==> src/rtl/obstacle_spawner_pkg.sv <==
// Shared constants and types for the obstacle spawner: game-state codes,
// screen width, FSM states and the LFSR feedback taps.
package obstacle_spawner_pkg;

  localparam logic [1:0] GS_IDLE  = 2'b00;
  localparam logic [1:0] GS_RUN   = 2'b10;
  localparam logic [1:0] GS_PAUSE = 2'b01;

  localparam int SCREEN_W = 640;

  // Fibonacci taps 16,14,13,11 expressed as a bit mask over state[15:0]
  localparam logic [15:0] LFSR_TAPS = 16'hB400;

  typedef enum logic [1:0] {
    ST_IDLE       = 2'd0,
    ST_WAIT_CLEAR = 2'd1,
    ST_GAP        = 2'd2,
    ST_ARMED      = 2'd3
  } spawn_state_t;

  function automatic logic [15:0] lfsr_next(input logic [15:0] s);
    return {s[14:0], ^(s & LFSR_TAPS)};
  endfunction

endpackage

==> src/rtl/obstacle_spawner_if.sv <==
// Bus between the game logic / obstacle mover (master) and the spawner (slave).
interface obstacle_spawner_if;
  logic        moveClk;
  logic [1:0]  gameState;
  logic [10:0] obsX;
  logic [7:0]  obsW;
  logic        release_req;
  logic [3:0]  obsSel;
  logic        gapActive;

  modport master (
    output moveClk, gameState, obsX, obsW,
    input  release_req, obsSel, gapActive
  );

  modport slave (
    input  moveClk, gameState, obsX, obsW,
    output release_req, obsSel, gapActive
  );
endinterface

==> src/rtl/spawn_lfsr.sv <==
// 16-bit Fibonacci LFSR that steps once per enable; loads SEED in reset.
module spawn_lfsr
  import obstacle_spawner_pkg::*;
#(
  parameter logic [15:0] SEED = 16'hACE1
) (
  input  logic        clk,
  input  logic        rst,
  input  logic        enable,
  output logic [15:0] state
);

  always_ff @(posedge clk or negedge rst) begin
    if (!rst) begin
      state <= SEED;
    end else if (enable) begin
      state <= lfsr_next(state);
    end
  end

endmodule

==> src/rtl/obstacle_spawner.sv <==
// Obstacle spawner: paces obstacle releases with a min+random gap in move ticks.
// Optional macro SPAWN_RANDOM_SEL_EN latches a random sprite select at each arming.
//
// state       | meaning
// ST_IDLE     | game not running, no request
// ST_GAP      | counting down the gap before the next release
// ST_ARMED    | release held until the new obstacle appears on screen
// ST_WAIT_CLEAR | obstacle on screen, waiting for it to leave
module obstacle_spawner
  import obstacle_spawner_pkg::*;
#(
  parameter int          MIN_GAP   = 120,
  parameter int          RAND_BITS = 7,
  parameter logic [15:0] LFSR_SEED = 16'hACE1
) (
  input logic clk,
  input logic rst,
  obstacle_spawner_if.slave bus
);

  localparam int GAP_MAX = MIN_GAP + (2 ** RAND_BITS) - 1;
  localparam int CNT_W   = (GAP_MAX < 1) ? 1 : $clog2(GAP_MAX + 1);

  logic             mv_meta, mv_sync, mv_prev;
  logic             tick;
  logic             on_screen;
  logic [11:0]      obs_right;
  logic [15:0]      lfsr_state;
  logic             unused_lfsr;
  logic [CNT_W-1:0] gap_cnt, gap_nxt, gap_load;
  spawn_state_t     state, state_nxt;

  always_ff @(posedge clk or negedge rst) begin
    if (!rst) begin
      mv_meta <= 1'b0;
      mv_sync <= 1'b0;
      mv_prev <= 1'b0;
    end else begin
      mv_meta <= bus.moveClk;
      mv_sync <= mv_meta;
      mv_prev <= mv_sync;
    end
  end

  assign tick = mv_sync & ~mv_prev;

  // Obstacles partly off the left edge have wrapped X; the right edge tells us.
  assign obs_right = {1'b0, bus.obsX} + {4'b0000, bus.obsW};
  assign on_screen = ({1'b0, bus.obsX} < 12'(SCREEN_W)) ||
                     (bus.obsX[10] && (obs_right >= 12'd2048));

  spawn_lfsr #(.SEED(LFSR_SEED)) u_lfsr (
    .clk    (clk),
    .rst    (rst),
    .enable (tick),
    .state  (lfsr_state)
  );

  assign unused_lfsr = ^lfsr_state;
  assign gap_load    = CNT_W'(MIN_GAP) + CNT_W'(lfsr_state[RAND_BITS-1:0]);

  always_ff @(posedge clk or negedge rst) begin
    if (!rst) begin
      state   <= ST_IDLE;
      gap_cnt <= '0;
    end else begin
      state   <= state_nxt;
      gap_cnt <= gap_nxt;
    end
  end

  always_comb begin
    state_nxt = state;
    gap_nxt   = gap_cnt;
    case (bus.gameState)
      GS_IDLE: begin
        state_nxt = ST_IDLE;
        gap_nxt   = '0;
      end
      GS_RUN: begin
        case (state)
          ST_IDLE: begin
            state_nxt = ST_GAP;
            gap_nxt   = gap_load;
          end
          ST_GAP: begin
            // The tick that brings the count to zero arms, so a load of N spans N ticks.
            if (tick) begin
              if (gap_cnt <= CNT_W'(1)) begin
                state_nxt = ST_ARMED;
                gap_nxt   = '0;
              end else begin
                gap_nxt = gap_cnt - CNT_W'(1);
              end
            end
          end
          ST_ARMED: begin
            if (tick && on_screen) state_nxt = ST_WAIT_CLEAR;
          end
          ST_WAIT_CLEAR: begin
            if (tick && !on_screen) begin
              state_nxt = ST_GAP;
              gap_nxt   = gap_load;
            end
          end
          default: state_nxt = ST_IDLE;
        endcase
      end
      default: ;
    endcase
  end

  assign bus.release_req = (state == ST_ARMED);
  assign bus.gapActive   = (state == ST_GAP);

`ifdef SPAWN_RANDOM_SEL_EN
  logic [3:0] sel_q;

  always_ff @(posedge clk or negedge rst) begin
    if (!rst) begin
      sel_q <= 4'b0000;
    end else if ((state_nxt == ST_ARMED) && (state != ST_ARMED)) begin
      sel_q <= {2'b00, lfsr_state[1:0]};
    end
  end

  assign bus.obsSel = sel_q;
`else
  assign bus.obsSel = 4'b0000;
`endif

endmodule

==> src/flat_wrapper.sv <==
// flat-port wrapper written by rule: the top's interface ports become plain ports
module obstacle_spawner_flat import obstacle_spawner_pkg::*;
#(
  parameter int          MIN_GAP   = 120,
  parameter int          RAND_BITS = 7,
  parameter logic [15:0] LFSR_SEED = 16'hACE1
)
  (clk, rst, bus_moveClk, bus_gameState, bus_obsX, bus_obsW, bus_release_req, bus_obsSel, bus_gapActive);
  obstacle_spawner_if bus_i ();
  input logic clk;
  input logic rst;
  input wire logic [$bits(bus_i.moveClk)-1:0] bus_moveClk;
  input wire logic [$bits(bus_i.gameState)-1:0] bus_gameState;
  input wire logic [$bits(bus_i.obsX)-1:0] bus_obsX;
  input wire logic [$bits(bus_i.obsW)-1:0] bus_obsW;
  output wire logic [$bits(bus_i.release_req)-1:0] bus_release_req;
  output wire logic [$bits(bus_i.obsSel)-1:0] bus_obsSel;
  output wire logic [$bits(bus_i.gapActive)-1:0] bus_gapActive;
  assign bus_i.moveClk = bus_moveClk;
  assign bus_i.gameState = bus_gameState;
  assign bus_i.obsX = bus_obsX;
  assign bus_i.obsW = bus_obsW;
  assign bus_release_req = bus_i.release_req;
  assign bus_obsSel = bus_i.obsSel;
  assign bus_gapActive = bus_i.gapActive;
  obstacle_spawner #(.MIN_GAP(MIN_GAP), .RAND_BITS(RAND_BITS), .LFSR_SEED(LFSR_SEED)) u_core (.clk(clk), .rst(rst), .bus(bus_i));
endmodule
==> config.mk <==
export PLATFORM = sky130hd
export DESIGN_NAME = obstacle_spawner_flat
export DESIGN_NICKNAME = d
export VERILOG_FILES = /design/src/rtl/obstacle_spawner_pkg.sv /design/src/rtl/obstacle_spawner_if.sv /design/src/rtl/spawn_lfsr.sv /design/src/rtl/obstacle_spawner.sv /design/src/flat_wrapper.sv
export SDC_FILE = /design/constraint.sdc
export NUM_CORES = 1
export LEC_CHECK = 0
export CAP_MARGIN = 0
export CORE_UTILIZATION = 30
export CTS_CLUSTER_SIZE = 24
export DETAILED_ROUTE_END_ITERATION = 8
export GPL_ROUTABILITY_DRIVEN = 0
export GPL_TIMING_DRIVEN = 0
export PLACE_DENSITY = 0.53
export SYNTH_ARGS = -nofsm -noshare
export SYNTH_HDL_FRONTEND = slang
export SYNTH_SLANG_ARGS = --single-unit
==> constraint.sdc <==
create_clock -name clk -period 2.3 [get_ports clk]
set_input_delay 0.23 -clock clk [delete_from_list [all_inputs] [get_ports clk]]
set_output_delay 0.23 -clock clk [all_outputs]
set_load 0.005 [all_outputs]
==> results_dict.tcl, run 1 <==
set metrics [dict create \
    synth_seq_area_share_pct 42.2 \
    fin_crit_ns 2.24 \
    die_area_um2 6120 \
    grt_pass1_wl_mm 5.75 \
    period_share_pct 97.6 \
    slew_headroom_pct 55.9 \
    synthCells 170 \
    yosysWarnings 0 \
    drc 0 \
    grt_pass1_vias 1303 \
    async_flop_share_pct 100 \
    startpoint_type "primary input" \
    cp.required_ns 2.49 \
    drt_iter0_markers 44 \
    portBuffers 25 \
    worst_ep_arrival_time_ns 2.44 \
    num_antenna_cells 0 \
    syn_area_um2 1740 \
    max_stage_delay_ns 0.50 \
    synth-edff-count 0 \
    clockBufferDepth 2 \
    drive_gt1_share_pct 23.6 \
    ys_types 44 \
    critical_path.cell_chain "clkdlybuf4s50_1, ha_4, a211oi_2, nor2_1, o311a_1, or3b_1, buf_6, buf_8, o31ai_4" \
    synth_largest_area_cell "dfrtp_1" \
    ioPinCount 30 \
    cp-end-kind "flop" \
    yosys_most_used_dff "dfrtp_1" \
    fmax_mhz 445 \
    cap_violations 0 \
    cts_sinks 29 \
    cts_root_buf "clkbuf_8" \
    grt_max_degree 30 \
    outcome "finished with violations" \
    clkSlewWorstSetupHoldPaths_ns 0.07 \
    violations "hold timing" \
    setup_viol 0 \
    grt_usage_pct 12.1 \
    yosys.area.top_type_share_pct 30.1 \
    vias 1328 \
    p_leak_uw 0.000967 \
    drt-total-wl_mm 3.53 \
    cts_tree "done" \
    antenna_found_initial 0 \
    rows 27 \
    vdd_drop_max_mv 0.578 \
    cts_htree_levels 2 \
    layout.nets 242 \
    holdBufCountCts 0 \
    path_class "in -> reg" \
    area_growth_pct 30.8 \
    hold_slack_ns -0.0319 \
    slew_violations 0 \
    critPathMaxFanout 7 \
    power_density_nw_per_um2 921 \
    tightest_slew_ns 0.661 \
    fillCellCount 566 \
    fin_setup_tns_ns 0 \
    synth.avg_cell_area_um2 10.3 \
    overflow 0 \
    final_cell_mix "23 x clkdlybuf4s50_1, 21 x dfrtp_1, 13 x nor2_1, 13 x nand2_1, 13 x mux2_2" \
    utilization_pct 41.2 \
    core-area_um2 5540 \
    dr.pass1.iters 3 \
    hp-class "in -> async" \
    hold_viol 21 \
    dieWidth_um 78.3 \
    post-dp-hpwl_mm 2.61 \
    final_common_cell "clkdlybuf4s50_1" \
    via_per_inst 4.74 \
    cts_buffers 5 \
    fp.dieH_um 78.3 \
    synth.area.top_cells "dfrtp_1 30%, dfstp_2 12%, mux2_2 8.4%" \
    clkLatencyLatePin_ns 0.28 \
    ys_ff_latch 29 \
    wire_per_inst_um 12.6 \
    finClkSkew_ns 0.00367 \
    start_util_pct 31.5 \
    cp_slowest_cell "clkdlybuf4s50_1" \
    antenna_left 0 \
]
## state kept, by name, indices dropped and copies added, names as in the netlist
name,count
u_core.gap_cnt,8
u_core.mv_prev,1
u_core.mv_sync,1
u_core.u_lfsr.state,16
u_core.state,2
u_core.mv_meta,1
## power by group
group	switching [uW]	internal (uW)
Clock	202	352
Sequential	134	704
Combinational	354	357
## routing by layer
layer	part of all wire [%]	vias to the layer above	track usage, %	wire [um]
met1	46	624	14.4	1620
met4	1.4	0	4.26	51
li1	-	673	-	-
met3	4.3	8	3.60	150
met2	48	23	20.5	1700
met5	0	-	0	0
## worst paths after layout
| path | start | endpoint | slack [ns] | depth (start not counted) |
|---|---|---|---|---|
| setup reg to reg | u_core.gap_cnt[0]$_DFFE_PN0P_ | u_core.state[1]$_DFFE_PN0P_ | 0.18 | 7 |
| hold / removal | rst | u_core.u_lfsr.state[14]$_DFFE_PN0P_ | -0.03 | 1 |
| setup / recovery | bus_obsX[4] | u_core.gap_cnt[6]$_DFFE_PN0P_ | 0.06 | 9 |
| hold reg to reg | u_core.mv_meta$_DFF_PN0_ | u_core.mv_sync$_DFF_PN0_ | 0.36 | 0 |
| max in group asynchronous | rst | u_core.u_lfsr.state[9]$_DFFE_PN0P_ | 1.92 | 1 |
| min in group clk | u_core.mv_meta$_DFF_PN0_ | u_core.mv_sync$_DFF_PN0_ | 0.36 | 0 |
## kinds of logic (layout without fill, tap and decap cells)
family / after synthesis / count (layout) / synth area share, %
AND/OR/NAND/NOR: 50 / 50 / 14.1
AO/OA/AOI/OAI: 40 / 40 / 17.2
flip-flops: 29 / 29 / 42.2
buffers and inverters: 18 / 53 / 5.81
multiplexers: 15 / 15 / 9.61
adder cells (fa/ha/maj): 11 / 11 / 7.89
XOR/XNOR: 6 / 6 / 3.01
other: 1 / 4 / 0.215
## per-stage QoR
stage / setup slack, ns / total power (uW) / cell area (um2) / cells
after global placement: -0.344 / 1520 / 2100 / 270
after CTS: 0.0203 / 2100 / 2220 / 278
final: 0.0552 / 2100 / 2280 / 280
after global routing: -0.00742 / 2250 / 2280 / 280
after detailed placement: -0.352 / 1530 / 2100 / 270
after floorplan: 0.217 / 1330 / 1760 / 173
## layout make-up
class	count	area, um2	share of cell area (%)
multi-input cells	126	951	41.7
flip-flops and latches	29	736	32.2
repair buffers	27	280	12.3
well taps	72	90.1	3.95
clock buffers	6	82.6	3.62
plain buffers	10	75.1	3.29
clock inverters	2	37.5	1.64
inverters	8	30.0	1.32
## Yosys cell counts, types with 2 or more instances
cell      count
o21ai_0       6
xor2_1        2
dfrtp_1      21
nor3_1        6
nor2b_1       3
nand2_1      13
nand2b_1      3
o31ai_1       5
ha_1         11
mux2_2       13
dfstp_2       8
o21ai_1       4
a21oi_1      11
o31ai_2       4
nand3_1       3
buf_4         5
buf_6         2
nor2_1       13
or2_1         2
inv_1         7
buf_1         2
xnor2_1       4
## critical path: cells and delay by family
kind	cells	cell delay (ns)
simple gates	2	0.46
fa+ha+maj	1	0.21
compound gates	3	0.75
buf+inv	3	0.78
## what timing repair did
item,in CTS,in global routing
pin swaps,2,5
buffers inserted,0,1
endpoints found under the hold margin,0,0
resized for setup,1,6
cloned,0,1
endpoints found under the setup margin,5,8
(Power assumes the default switching activity.)
==> run 2, diff against run 1 <==
--- a/config.mk
+++ b/config.mk
@@ -5,13 +5,14 @@
 export SDC_FILE = /design/constraint.sdc
 export NUM_CORES = 1
 export LEC_CHECK = 0
-export CAP_MARGIN = 0
 export CORE_UTILIZATION = 30
 export CTS_CLUSTER_SIZE = 24
 export DETAILED_ROUTE_END_ITERATION = 8
 export GPL_ROUTABILITY_DRIVEN = 0
 export GPL_TIMING_DRIVEN = 0
 export PLACE_DENSITY = 0.53
+export SLEW_MARGIN = 10
 export SYNTH_ARGS = -nofsm -noshare
 export SYNTH_HDL_FRONTEND = slang
 export SYNTH_SLANG_ARGS = --single-unit
+export TNS_END_PERCENT = 30
==> results_dict.tcl, run 2 (same netlist as run 1, synthesis figures left out) <==
set metrics [dict create \
    worst_slack_ns 0.0546 \
    start_util_pct 31.5 \
    dieWidth_um 78.3 \
    worst_ep_arrival_time_ns 2.44 \
    period_share_pct 97.6 \
    dr.pass1.iters 4 \
    cts_htree_levels 2 \
    path_class "in -> reg" \
    largest_reg_flops 16 \
    hold_slack_ns 0.361 \
    core-area_um2 5540 \
    clkSlewWorstSetupHoldPaths_ns 0.06 \
    cp-end-kind "flop" \
    die_area_um2 6120 \
    overflow 0 \
    vias 1330 \
    p_leak_uw 0.000971 \
    hold_viol 0 \
    setup_viol 0 \
    fin_setup_tns_ns 0 \
    layout.nets 243 \
    startpoint_type "primary input" \
    regMostFlops "u_core.u_lfsr.state" \
    cts_root_buf "clkbuf_8" \
    antenna_left 0 \
    fp.dieH_um 78.3 \
    slew_headroom_pct 55.9 \
    grt_pass1_wl_mm 5.77 \
    power_density_nw_per_um2 918 \
    portBuffers 25 \
    antenna_found_initial 0 \
    reg.largest.list "u_core.u_lfsr.state: 16 flops, u_core.gap_cnt: 8 flops, u_core.state: 2 flops" \
    final_cell_mix "23 x clkdlybuf4s50_1, 21 x dfrtp_1, 13 x nor2_1, 13 x nand2_1, 13 x mux2_2" \
    final_common_cell "clkdlybuf4s50_1" \
    max_stage_delay_ns 0.50 \
    cts_buffers 5 \
    via_per_inst 4.73 \
    utilization_pct 41.4 \
    tightest_slew_ns 0.661 \
    clockBufferDepth 2 \
    grt_pass1_vias 1309 \
    cap_violations 0 \
    drive_gt1_share_pct 23.4 \
    post-dp-hpwl_mm 2.61 \
    wire_per_inst_um 12.6 \
    cp.required_ns 2.49 \
    cts_tree "done" \
    critical_path.cell_chain "clkdlybuf4s50_1, ha_4, a211oi_2, nor2_1, o311a_1, or3b_1, buf_6, buf_8, o31ai_4" \
    preCtsSetupSlack_ns -0.352 \
    area_growth_pct 31.4 \
    num_antenna_cells 0 \
    clkLatencyLatePin_ns 0.28 \
    drt-total-wl_mm 3.53 \
    drc 0 \
    fmax_mhz 445 \
    drt_iter0_markers 46 \
    fin_crit_ns 2.25 \
    finClkSkew_ns 0.00369 \
    rows 27 \
    hp-class "reg -> reg" \
    total_power_uw 2100 \
    grt_usage_pct 12.1 \
    cts_sinks 29 \
    slew_violations 0 \
    grt_max_degree 30 \
    critPathMaxFanout 7 \
    vdd_drop_max_mv 0.578 \
    outcome "completed" \
    ioPinCount 30 \
    cp_slowest_cell "clkdlybuf4s50_1" \
]
-- run 2: changes by cell type in the layout (fill, tap and decap cells not counted) --
cell | previous run | this run
o21ai_1 | 5 | 6
o21ai_0 | 5 | 4
dlygate4sd3_1 | 0 | 1
-- run 2: final timing paths --
kind | start | cells after the start | to | slack (ns)
worst max register to register | u_core.gap_cnt[0]$_DFFE_PN0P_ | 7 | u_core.state[1]$_DFFE_PN0P_ | 0.18
min in group asynchronous | rst | 2 | u_core.u_lfsr.state[14]$_DFFE_PN0P_ | 0.50
max in group asynchronous | rst | 2 | u_core.gap_cnt[6]$_DFFE_PN0P_ | 1.38
worst min register to register | u_core.mv_meta$_DFF_PN0_ | 0 | u_core.mv_sync$_DFF_PN0_ | 0.36
worst min-delay path | u_core.mv_meta$_DFF_PN0_ | 0 | u_core.mv_sync$_DFF_PN0_ | 0.36
worst max-delay path | bus_obsX[4] | 9 | u_core.gap_cnt[6]$_DFFE_PN0P_ | 0.05
-- run 2: timing repair --
action,4_1_cts,5_1_grt
resized for setup,1,7
buffers inserted,0,1
hold buffers,1,0
setup endpoints to repair,5,8
endpoints found under the hold margin,14,0
gates cloned,0,1
pin swaps,2,5
-- run 2: report_power, final --
group	switching [uW]	internal [uW]
Sequential	134	704
Combinational	355	358
Clock	202	352
-- run 2: critical path, delay by kind of cell --
kind	cells	cell delay [ns]
AO/OA/AOI/OAI	3	0.75
adder cells (fa/ha/maj)	1	0.21
buffers and inverters	3	0.78
AND/OR/NAND/NOR	2	0.46
-- run 2: per-layer routing --
metal	global-route usage [%]	up-vias	part of all wire, %
met2	20.6	25	48
met3	3.60	8	4.5
met5	0	-	0
met1	14.4	622	46
li1	-	675	-
met4	4.26	0	1.4
-- run 2: area by class of cell --
class	count	area (um2)
fill	566	3250
multi-input combinational	126	951
sequential	29	736
timing repair buffer	28	290
tap	72	90.1
clock buffer	6	82.6
buffer	10	75.1
clock inverter	2	37.5
inverter	8	30.0
-- run 2: through the flow --
step	cells	area [um2]
2_1_floorplan	173	1760
3_3_place_gp	270	2100
3_5_place_dp	270	2090
4_1_cts	279	2220
5_1_grt	281	2290
6_report	281	2290
==> run 3, diff against run 2 <==
--- a/config.mk
+++ b/config.mk
@@ -11,8 +11,9 @@
 export GPL_ROUTABILITY_DRIVEN = 0
 export GPL_TIMING_DRIVEN = 0
 export PLACE_DENSITY = 0.53
+export REMOVE_ABC_BUFFERS = 1
 export SLEW_MARGIN = 10
 export SYNTH_ARGS = -nofsm -noshare
 export SYNTH_HDL_FRONTEND = slang
 export SYNTH_SLANG_ARGS = --single-unit
-export TNS_END_PERCENT = 30
+export TNS_END_PERCENT = 20
==> results_dict.tcl, run 3 (same netlist as run 1, synthesis figures left out) <==
set metrics [dict create \
    outcome "completed" \
    antenna_left 0 \
    via_per_inst 4.79 \
    clockBufferDepth 2 \
    worst_ep_arrival_time_ns 2.42 \
    num_antenna_cells 0 \
    area_growth_pct 24.7 \
    cts_root_buf "clkbuf_8" \
    combPwrFrac_pct 33.3 \
    power_switching_uw 656 \
    grt_pass1_wl_mm 5.94 \
    tightest_slew_ns 0.662 \
    drt_iter0_markers 81 \
    drt-total-wl_mm 3.42 \
    p_leak_uw 0.000909 \
    regMostFlops "u_core.u_lfsr.state" \
    critPathMaxFanout 12 \
    r2r_slack_ns 0.16 \
    layout.nets 233 \
    setup_viol 0 \
    fmax_mhz 443 \
    grt_max_degree 30 \
    clock_power_share_pct 25.3 \
    max_stage_delay_ns 0.49 \
    cts_sinks 29 \
    reg.largest.list "u_core.u_lfsr.state: 16 flops, u_core.gap_cnt: 8 flops, u_core.state: 2 flops" \
    startpoint_type "primary input" \
    drive_gt1_share_pct 21.1 \
    critical_path.cell_chain "clkdlybuf4s50_1, ha_1, a211oi_2, nor2_1, o311a_1, or3b_4, buf_4, nand2_1, o21ai_1" \
    grt_pass1_vias 1291 \
    hold_viol 0 \
    start_util_pct 31.5 \
    internal_power_uw 1360 \
    post-dp-hpwl_mm 2.44 \
    p_sw_share_pct 32.5 \
    cp-end-kind "flop" \
    fin_crit_ns 2.26 \
    vias 1299 \
    hp-class "reg -> reg" \
    core-area_um2 5540 \
    place_inst 261 \
    largest_reg_flops 16 \
    wire_per_inst_um 12.6 \
    finClkSkew_ns 0.00426 \
    drc 0 \
    die_area_um2 6120 \
    final_common_cell "clkdlybuf4s50_1" \
    period_share_pct 98.1 \
    dieWidth_um 78.3 \
    final_cell_mix "24 x clkdlybuf4s50_1, 21 x dfrtp_1, 13 x nor2_1, 13 x nand2_1, 13 x mux2_2" \
    cts_buffers 5 \
    rsz0062_at_grt "yes" \
    fp.dieH_um 78.3 \
    clkLatencyLatePin_ns 0.28 \
    rows 27 \
    cap_violations 0 \
    utilization_pct 39.3 \
    overflow 0 \
    slew_violations 0 \
    vdd_drop_max_mv 0.490 \
    power_density_nw_per_um2 927 \
    dr.pass1.iters 5 \
    antenna_found_initial 0 \
    clkSlewWorstSetupHoldPaths_ns 0.06 \
    ioPinCount 30 \
    cp_slowest_cell "or3b_4" \
    grt_usage_pct 12.6 \
    portBuffers 25 \
    cts_tree "done" \
    power_frac_seq_pct 41.4 \
    cts_htree_levels 2 \
    cp.required_ns 2.47 \
    slew_headroom_pct 55.8 \
    path_class "in -> reg" \
    fin_cells 271 \
    fillCellCount 585 \
]
-- run 3: final timing paths --
check | start | endpoint | cells after the start
worst max register to register | u_core.gap_cnt[0]$_DFFE_PN0P_ | u_core.state[1]$_DFFE_PN0P_ | 7
worst max-delay path | bus_obsW[4] | u_core.gap_cnt[4]$_DFFE_PN0P_ | 9
worst min register to register | u_core.mv_meta$_DFF_PN0_ | u_core.mv_sync$_DFF_PN0_ | 0
min in group asynchronous | rst | u_core.u_lfsr.state[9]$_DFFE_PN0P_ | 2
max in group asynchronous | rst | u_core.gap_cnt[4]$_DFFE_PN0P_ | 2
worst min-delay path | u_core.mv_meta$_DFF_PN0_ | u_core.mv_sync$_DFF_PN0_ | 0
-- run 3: power groups by stage --
stage	sequential, uW	clock (uW)	combinational (uW)
after CTS	836	530	673
after floorplan	803	0	510
after global routing	862	554	759
after global placement	842	0	650
final	835	510	670
after detailed placement	845	0	655
-- run 3: routing by layer --
metal / vias to the layer above / global-route usage, % / routed length, um
met5: - / 0 / 0
met4: 0 / 4.44 / 32
met3: 4 / 4.77 / 152
met2: 20 / 20.4 / 1600
met1: 618 / 15.2 / 1630
li1: 657 / - / -
-- run 3: worst max-delay path: cells and delay by family --
kind,cells,cell delay [ns]
buffers and inverters,2,0.58
AND/OR/NAND/NOR,3,0.63
AO/OA/AOI/OAI,3,0.66
adder cells (fa/ha/maj),1,0.33
-- run 3: layout make-up --
cell class	count	area [um2]	area share, %
multi-input combinational	126	933	42.9
sequential	29	736	33.8
timing repair buffer	28	278	12.8
tap	72	90.1	4.14
clock buffer	6	72.6	3.34
clock inverter	2	35.0	1.61
inverter	8	30.0	1.38
-- run 3: repair_timing --
item	in CTS	in global routing
setup buffers	1	0
endpoints found under the hold margin	12	0
gates cloned	0	0
pin swaps	1	2
hold buffers	1	0
endpoints found under the setup margin	9	6
gates resized for setup	4	1
-- run 3: stage by stage --
stage / TNS (ns) / hold slack (ns) / worst slack [ns] / cell area (um2) / power [uW]
2_1_floorplan: -1.92 / -0.0656 / -0.350 / 1680 / 1310
4_1_cts: 0 / 0.356 / 0.0267 / 2170 / 2040
5_1_grt: -0.102 / 0.370 / -0.0384 / 2170 / 2180
3_5_place_dp: -5.13 / 0.304 / -0.708 / 2040 / 1500
6_report: 0 / 0.352 / 0.0437 / 2170 / 2020
3_3_place_gp: -7.43 / 0.335 / -0.935 / 2020 / 1490
